<file path="config.mk">
export PLATFORM = sky130hd
export DESIGN_NAME = lifo_stack_core
export DESIGN_NICKNAME = d
export VERILOG_FILES = /design/src/rtl/lifo_pkg.sv /design/src/rtl/lifo_ram.sv /design/src/rtl/lifo_stack_core.sv
export SDC_FILE = /design/constraint.sdc
export NUM_CORES = 1
export LEC_CHECK = 0
export CAP_MARGIN = 20
export CORE_ASPECT_RATIO = 1.4
export CORE_MARGIN = 10
export CORE_UTILIZATION = 54
export DETAILED_ROUTE_END_ITERATION = 7
export GPL_ROUTABILITY_DRIVEN = 0
export PLACE_DENSITY_LB_ADDON = 0.25
export SLEW_MARGIN = 10
export SYNTH_ARGS = -nofsm -noshare
export SYNTH_HDL_FRONTEND = slang
export SYNTH_SLANG_ARGS = --single-unit
</file>
<file path="constraint.sdc">
create_clock -name clk -period 2.93 [get_ports clk]
set_input_delay 0.586 -clock clk [delete_from_list [all_inputs] [get_ports clk]]
set_output_delay 0.586 -clock clk [all_outputs]
set_load 0.02 [all_outputs]
</file>
<file path="src/rtl/lifo_pkg.sv">
// rtl/lifo_pkg.sv - shared LIFO defaults, state encoding and state decode helper
package lifo_pkg;

    localparam int LIFO_DATA_WIDTH    = 16;
    localparam int LIFO_POINTER_WIDTH = 4;

    typedef enum logic [1:0] {
        S_EMPTY = 2'd0,
        S_PART  = 2'd1,
        S_FULL  = 2'd2
    } lifo_state_t;

    // State is a pure function of the occupancy it describes
    function automatic lifo_state_t lifo_state_for(input logic at_zero, input logic at_full);
        if (at_zero) begin
            return S_EMPTY;
        end else if (at_full) begin
            return S_FULL;
        end else begin
            return S_PART;
        end
    endfunction

endpackage

</file>
<file path="src/rtl/lifo_ram.sv">
// rtl/lifo_ram.sv - register-array storage, one sync write port, one registered read port
module lifo_ram #(
    parameter int DATA_WIDTH = 16,
    parameter int ADDR_WIDTH = 4
) (
    input  logic                  clk,
    input  logic                  rst,
    input  logic                  we,
    input  logic [ADDR_WIDTH-1:0] waddr,
    input  logic [DATA_WIDTH-1:0] wdata,
    input  logic                  re,
    input  logic [ADDR_WIDTH-1:0] raddr,
    output logic [DATA_WIDTH-1:0] rdata
);

    logic [DATA_WIDTH-1:0] mem [2**ADDR_WIDTH];

    // Write port; contents are deliberately not reset
    always_ff @(posedge clk) begin
        if (we) begin
            mem[waddr] <= wdata;
        end
    end

    // Read port; same-address write in this cycle returns the old word
    always_ff @(posedge clk) begin
        if (rst) begin
            rdata <= '0;
        end else if (re) begin
            rdata <= mem[raddr];
        end
    end

endmodule

</file>
<file path="src/rtl/lifo_stack_core.sv">
// rtl/lifo_stack_core.sv - LIFO pointer engine, FSM and error flags (LIFO_STICKY_ERR_EN makes ov/ud sticky)
module lifo_stack_core
    import lifo_pkg::*;
#(
    parameter int DATA_WIDTH    = LIFO_DATA_WIDTH,
    parameter int POINTER_WIDTH = LIFO_POINTER_WIDTH
) (
    input  logic                     clk,
    input  logic                     rst,
    input  logic                     wr,
    input  logic                     rd,
    input  logic [DATA_WIDTH-1:0]    data_in,
    output logic [DATA_WIDTH-1:0]    data_out,
    output logic                     data_valid,
    output logic                     lifo_empty,
    output logic                     lifo_full,
    output logic [POINTER_WIDTH:0]   pointer,
    output logic                     lifo_ov,
    output logic                     lifo_ud
);

    localparam int                 DEPTH      = 1 << POINTER_WIDTH;
    localparam logic [POINTER_WIDTH:0] FULL_COUNT = (POINTER_WIDTH+1)'(DEPTH);
    localparam logic [POINTER_WIDTH:0] ONE        = (POINTER_WIDTH+1)'(1);

    lifo_state_t state;
    lifo_state_t state_next;

    logic                     is_empty;
    logic                     is_full;
    logic                     push_only;
    logic                     pop_only;
    logic                     swap;
    logic                     push_on_empty;
    logic                     do_write;
    logic                     do_read;
    logic                     ov_now;
    logic                     ud_now;
    logic [POINTER_WIDTH:0]   ptr_minus1;
    logic [POINTER_WIDTH:0]   ptr_next;
    logic [POINTER_WIDTH-1:0] waddr;
    logic [POINTER_WIDTH-1:0] raddr;

    assign is_empty = (state == S_EMPTY);
    assign is_full  = (state == S_FULL);

    // Request decode: classify the cycle and pick RAM addresses and the next pointer
    always_comb begin
        push_only     = wr & ~rd & ~is_full;
        pop_only      = rd & ~wr & ~is_empty;
        swap          = wr & rd & ~is_empty;
        push_on_empty = wr & rd & is_empty;
        ov_now        = wr & ~rd & is_full;
        ud_now        = rd & is_empty;
        do_write      = (push_only | swap | push_on_empty) & ~rst;
        do_read       = (pop_only | swap) & ~rst;
        ptr_minus1    = pointer - ONE;
        raddr         = ptr_minus1[POINTER_WIDTH-1:0];
        waddr         = swap ? ptr_minus1[POINTER_WIDTH-1:0] : pointer[POINTER_WIDTH-1:0];
        ptr_next      = pointer;
        if (push_only | push_on_empty) begin
            ptr_next = pointer + ONE;
        end else if (pop_only) begin
            ptr_next = ptr_minus1;
        end
        state_next = lifo_state_for(ptr_next == '0, ptr_next == FULL_COUNT);
    end

    // FSM, occupancy counter, flags and error strobes
    always_ff @(posedge clk) begin
        if (rst) begin
            state      <= S_EMPTY;
            pointer    <= '0;
            lifo_empty <= 1'b1;
            lifo_full  <= 1'b0;
            data_valid <= 1'b0;
            lifo_ov    <= 1'b0;
            lifo_ud    <= 1'b0;
        end else begin
            state      <= state_next;
            pointer    <= ptr_next;
            lifo_empty <= (state_next == S_EMPTY);
            lifo_full  <= (state_next == S_FULL);
            data_valid <= do_read;
`ifdef LIFO_STICKY_ERR_EN
            lifo_ov    <= lifo_ov | ov_now;
            lifo_ud    <= lifo_ud | ud_now;
`else
            lifo_ov    <= ov_now;
            lifo_ud    <= ud_now;
`endif
        end
    end

    lifo_ram #(
        .DATA_WIDTH (DATA_WIDTH),
        .ADDR_WIDTH (POINTER_WIDTH)
    ) u_ram (
        .clk   (clk),
        .rst   (rst),
        .we    (do_write),
        .waddr (waddr),
        .wdata (data_in),
        .re    (do_read),
        .raddr (raddr),
        .rdata (data_out)
    );

endmodule

</file>
# Word level (Yosys, flattened, before mapping)
# Memory sizes are Yosys's and may differ from the RTL's. A register that Yosys moved wholly into a read port is not among the register bits.
# Cells that the tools add are included.
# op_classes
mux	7
reduce_logical	3
n_eq_ne	3
n_addsub	2
n_bitwise	20
# ops
operator	n
1-bit bitwise AND	11
5-bit two-way mux	2
5-bit by 1-bit adder with 5-bit output (second input constant)	1
5-bit == test (second input constant)	1
5-bit zero test	1
1-bit NOT	5
5-bit by 1-bit subtractor with 5-bit output (second input constant)	1
2-bit == test (second input constant)	2
2-bit zero test	2
2-bit two-way mux	2
4-bit two-way mux	1
1-bit OR	4
1-bit two-way mux	2
# totals
out_inout_bits	26
ram_bits	256
word_cells	43
n_memories	1
regBits	12
# mem_list
name	words	width	rd	rd_clocked_by_memory_dff	wr	line	rtl
u_ram.mem	16	16	1	1	1	lifo_ram.sv:16	logic [DATA_WIDTH-1:0] mem [2**ADDR_WIDTH];

# Depth between registers and ports, before layout
# Gate-level depths: netlist of the first run.
# depth
ltp_word	9
ltp_mapped	10
mapped_depth_nobuf	7

# Modules after synthesis
# A second synthesis of the first run with hierarchy kept.
# hier_totals
cells_unflattened	688
area_unflattened_um2	11235.8
# by_module_without_submodules
mod	cells_each	n_inst	area_each_um2
lifo_ram	606	1	10545.1
lifo_stack_core	82	1	690.7

# Worst setup path before layout of the first run
# Ideal clock, no wire load.
# synth_timing
path_kind	reg2reg
start	reg pointer[0]
end	mem u_ram.mem[2][0] (enable)
required_time_ns	2.542
stages_incl_launch_ff	10
arrival_ns	2.821
slack_ns	-0.280
n_path_buf	4
synth_period_minus_slack_ns	3.210
cell_sequence	dfxtp_1 buf_6 buf_4 inv_2 ha_1 buf_2 clkbuf_1 or3_1 a21o_1 nor2_1
# synth_via
elab_chain_cells	2
# synth_rtl
item	line	rtl
from (decl)	lifo_stack_core.sv:17	output logic [POINTER_WIDTH:0] pointer,
from (signal assigned)	lifo_stack_core.sv:81	pointer <= ptr_next;
5-bit by 1-bit subtractor with 5-bit output	lifo_stack_core.sv:57	ptr_minus1 = pointer - ONE;
4-bit two-way mux (*)	lifo_stack_core.sv:59	waddr = swap ? ptr_minus1[POINTER_WIDTH-1:0] : pointer[POINTER_WIDTH-1:0];
to (decl)	lifo_ram.sv:16	
# Mark *: on every way between the ends. The rest lies on a longest branch, timed or not.

# Final worst setup path of the first run
# layout_timing
start	reg pointer[0]
end	out pointer[0]
# No word-level cell between the ends.

==> reports/metrics.yaml, run 1 <==
synth:
  ys_types: 53
  synthTopCellsByCount: "256 x edfxtp_1, 69 x nand2_1, 51 x mux4_2"
  ys.warnings.count: 0
  synth_area_leaders: "edfxtp_1 69%, mux4_2 10%, dfxtp_1 4.9%"
  syn_area_per_cell_um2: 18.7
  yosysMostFrequentCell: "edfxtp_1"
  ys.flop_type: "edfxtp_1"
  synthDominantCellAreaShare: 0.694
  yosysSeqAreaShare: 0.743
  syn_inst: 592
  syn-num-nets: 614
  syn_area_um2: 11100
  synth_area_leader_cell: "edfxtp_1"
  async_reset_ff_frac: 0
  synth_edf_count: 256
  ys_seq_elements: 283
pwr:
  clkPwrFrac: 0.295
  ir_drop_uv: 654
  p_leak_nw: 4.32
  p_int_mw: 7.88
  pwr-share-comb: 0.276
  seqPwrFrac: 0.429
  p_total_mw: 11.1
  p_switching_mw: 3.23
  p_per_area_nw_per_um2: 855
  netSwitchingFraction: 0.291
sta:
  slew_viol_final: 0
  timing.final.crit_share: 0.910
  setup_ws_ps: 264
  fmax_mhz: 375
  relSlewSlack: 0.392
  worst_hold_slack_ps: 481
  setup_viol_count_final: 0
  grt_setup_unrepaired: "false"
  fin_skew_ps: 8.74
  final-hold-violation-count: 0
  worstMarginPinSlew_ps: 910
  post-route-min-period_ps: 2670
clock_tree:
  clk_path_buf_depth: 3
  ctsRootBufferMaster: "clkbuf_16"
  postCtsResizedCells: 0
  cts_made_buffers: 26
  h-tree-depth: 1
  clk_latency_ps: 530
  holdBufCountCts: 0
  cts_setup_buffers: 0
  clkSinkCount: 283
  clk_pin_slew_ps: 60
  cts_tree: "done"
worst_setup_path:
  end_kind: "output port"
  start_kind: "register"
  required_ps: 2340
  cp.arrival_ps: 2080
  cp_max_fo: 31
  critical_path_class: "reg -> out"
floorplan:
  die_w_um: 141
  fp.dieH_um: 189
  coreArea_um2: 20000
  rows: 61
  die_area_um2: 26700
  io_pins: 46
  start_util: 0.554
route:
  dr_total_vias: 5778
  routed_via_density: 6.11
  wl_per_cell_um: 24.0
  firstDrtPassIters: 6
  drt_iter0_drc: 546
  drt-total-wl_mm: 22.7
  drc: 0
  drt.antenna.violating_nets: 0
run_status:
  status: "finished, final reports clean"
grt:
  antenna_found_initial: 0
  grt_max_degree: 41
  gr-total-overflow: 0
  grt_pass1_wl_mm: 35.4
  grt_pass1_vias: 6011
  track_usage: 0.170
layout:
  fill_cells: 1354
  drive_gt1_frac: 0.236
  antenna_cells: 0
  multiInputGateArea_um2: 2700
  syn2layout_area_growth_pct: 17.4
  regArea_um2: 8230
  nNetsFinal: 696
  stdcell_area_um2: 13000
worst_hold_path:
  hold_class: "reg -> reg"
place:
  pre_cts_ws_ps: -58.6
  post-dp-hpwl_mm: 14.3
  io_buffers: 45
  place_area_um2: 12100
run:
  drv_cap: 0
==> flip-flops by register name, indices dropped and copies added, names as in the netlist <==
register,flops
u_ram.rdata,16
lifo_empty,1
lifo_ud,1
lifo_ov,1
lifo_full,1
pointer,5
data_valid,1
state,1
u_ram.mem,256
==> area by class of cell <==
cell class | instances | share of cell area
Sequential cell | 283 | 0.633
Multi-Input combinational cell | 272 | 0.207
Timing Repair Buffer | 86 | 0.0680
Clock buffer | 40 | 0.0619
Tap cell | 252 | 0.0243
Clock inverter | 8 | 0.00385
Inverter | 5 | 0.00144
==> power groups by stage <==
stage / clock (mW) / combinational, mW / sequential, mW
2_1_floorplan: 0 / 2.00 / 4.95
3_3_place_gp: 0 / 3.05 / 4.84
3_5_place_dp: 0 / 3.10 / 4.85
4_1_cts: 3.34 / 3.12 / 4.77
5_1_grt: 3.51 / 3.32 / 4.78
6_report: 3.28 / 3.06 / 4.77
==> worst paths after layout <==
kind | start | to | slack (ps) | cells after the start
worst min register to register | u_ram.rdata[12]$_SDFFE_PP0P_ | u_ram.rdata[12]$_SDFFE_PP0P_ | 480 | 1
worst min-delay path | u_ram.rdata[12]$_SDFFE_PP0P_ | u_ram.rdata[12]$_SDFFE_PP0P_ | 480 | 1
worst max register to register | pointer[0]$_SDFF_PP0_ | u_ram.mem[3][12]$_DFFE_PP_ | 480 | 7
worst max-delay path | pointer[0]$_SDFF_PP0_ | pointer[0] | 260 | 2
==> layout by cell type, fill, tap and decap left out, drive strengths merged, types with 4 or more instances in the layout <==
| master | synthesis | layout |
|---|---|---|
| edfxtp | 256 | 256 |
| o21ai | 4 | 4 |
| a211o | 16 | 16 |
| clkinv | 0 | 4 |
| buf | 20 | 41 |
| nor3 | 7 | 7 |
| dfxtp | 27 | 27 |
| nand3 | 5 | 5 |
| nand2 | 70 | 70 |
| mux4 | 64 | 64 |
| clkbuf | 12 | 40 |
| inv | 5 | 5 |
| clkdlybuf4s50 | 0 | 45 |
| clkinvlp | 0 | 4 |
| nor2 | 28 | 28 |
| xnor2 | 5 | 5 |
| a21oi | 32 | 32 |
==> worst max-delay path: stages (launching register included) <==
cell and delay [ps]:
dfxtp_4 370, buf_4 460, clkdlybuf4s50_1 720
==> cells by family (layout without fill, tap and decap cells) <==
kind of cell	after synthesis	after routing	share of synthesized area
flip-flops	283	283	0.743
AND/OR/NAND/NOR	126	126	0.0498
AO/OA/AOI/OAI	71	71	0.0436
multiplexers	66	66	0.137
buffers and inverters	37	139	0.0190
XOR/XNOR	7	7	0.00554
adder cells (fa/ha/maj)	2	2	0.00226
==> routing by layer <==
| metal | vias to the layer above | part of all wire | GRT usage |
|---|---|---|---|
| met3 | 38 | 0.062 | 0.0275 |
| met1 | 2990 | 0.40 | 0.221 |
| met4 | 0 | 0.024 | 0.0541 |
| li1 | 2535 | - | - |
| met2 | 215 | 0.51 | 0.285 |
| met5 | - | 0 | 0 |
==> per-stage QoR <==
stage                     instances   util  TNS, ps
after floorplan                 592      -   -15040
after global placement          898  0.607        0
after detailed placement        898  0.607     -927
after CTS                       946  0.650        0
after global routing            946  0.650        0
final                           946  0.650        0
Power figures use the tool's default switching activity.
==> run 2, diff against run 1 <==
ABC_CLOCK_PERIOD_IN_PS = 2930   (was unset)
==> results of run 2 <==
The final DEF is identical to that of run 1; final timing and power are the same.
==> run 3, diff against run 2 <==
CAP_MARGIN = unset   (was 20)
==> results of run 3 <==
The final DEF is identical to that of run 1; final timing and power are the same.
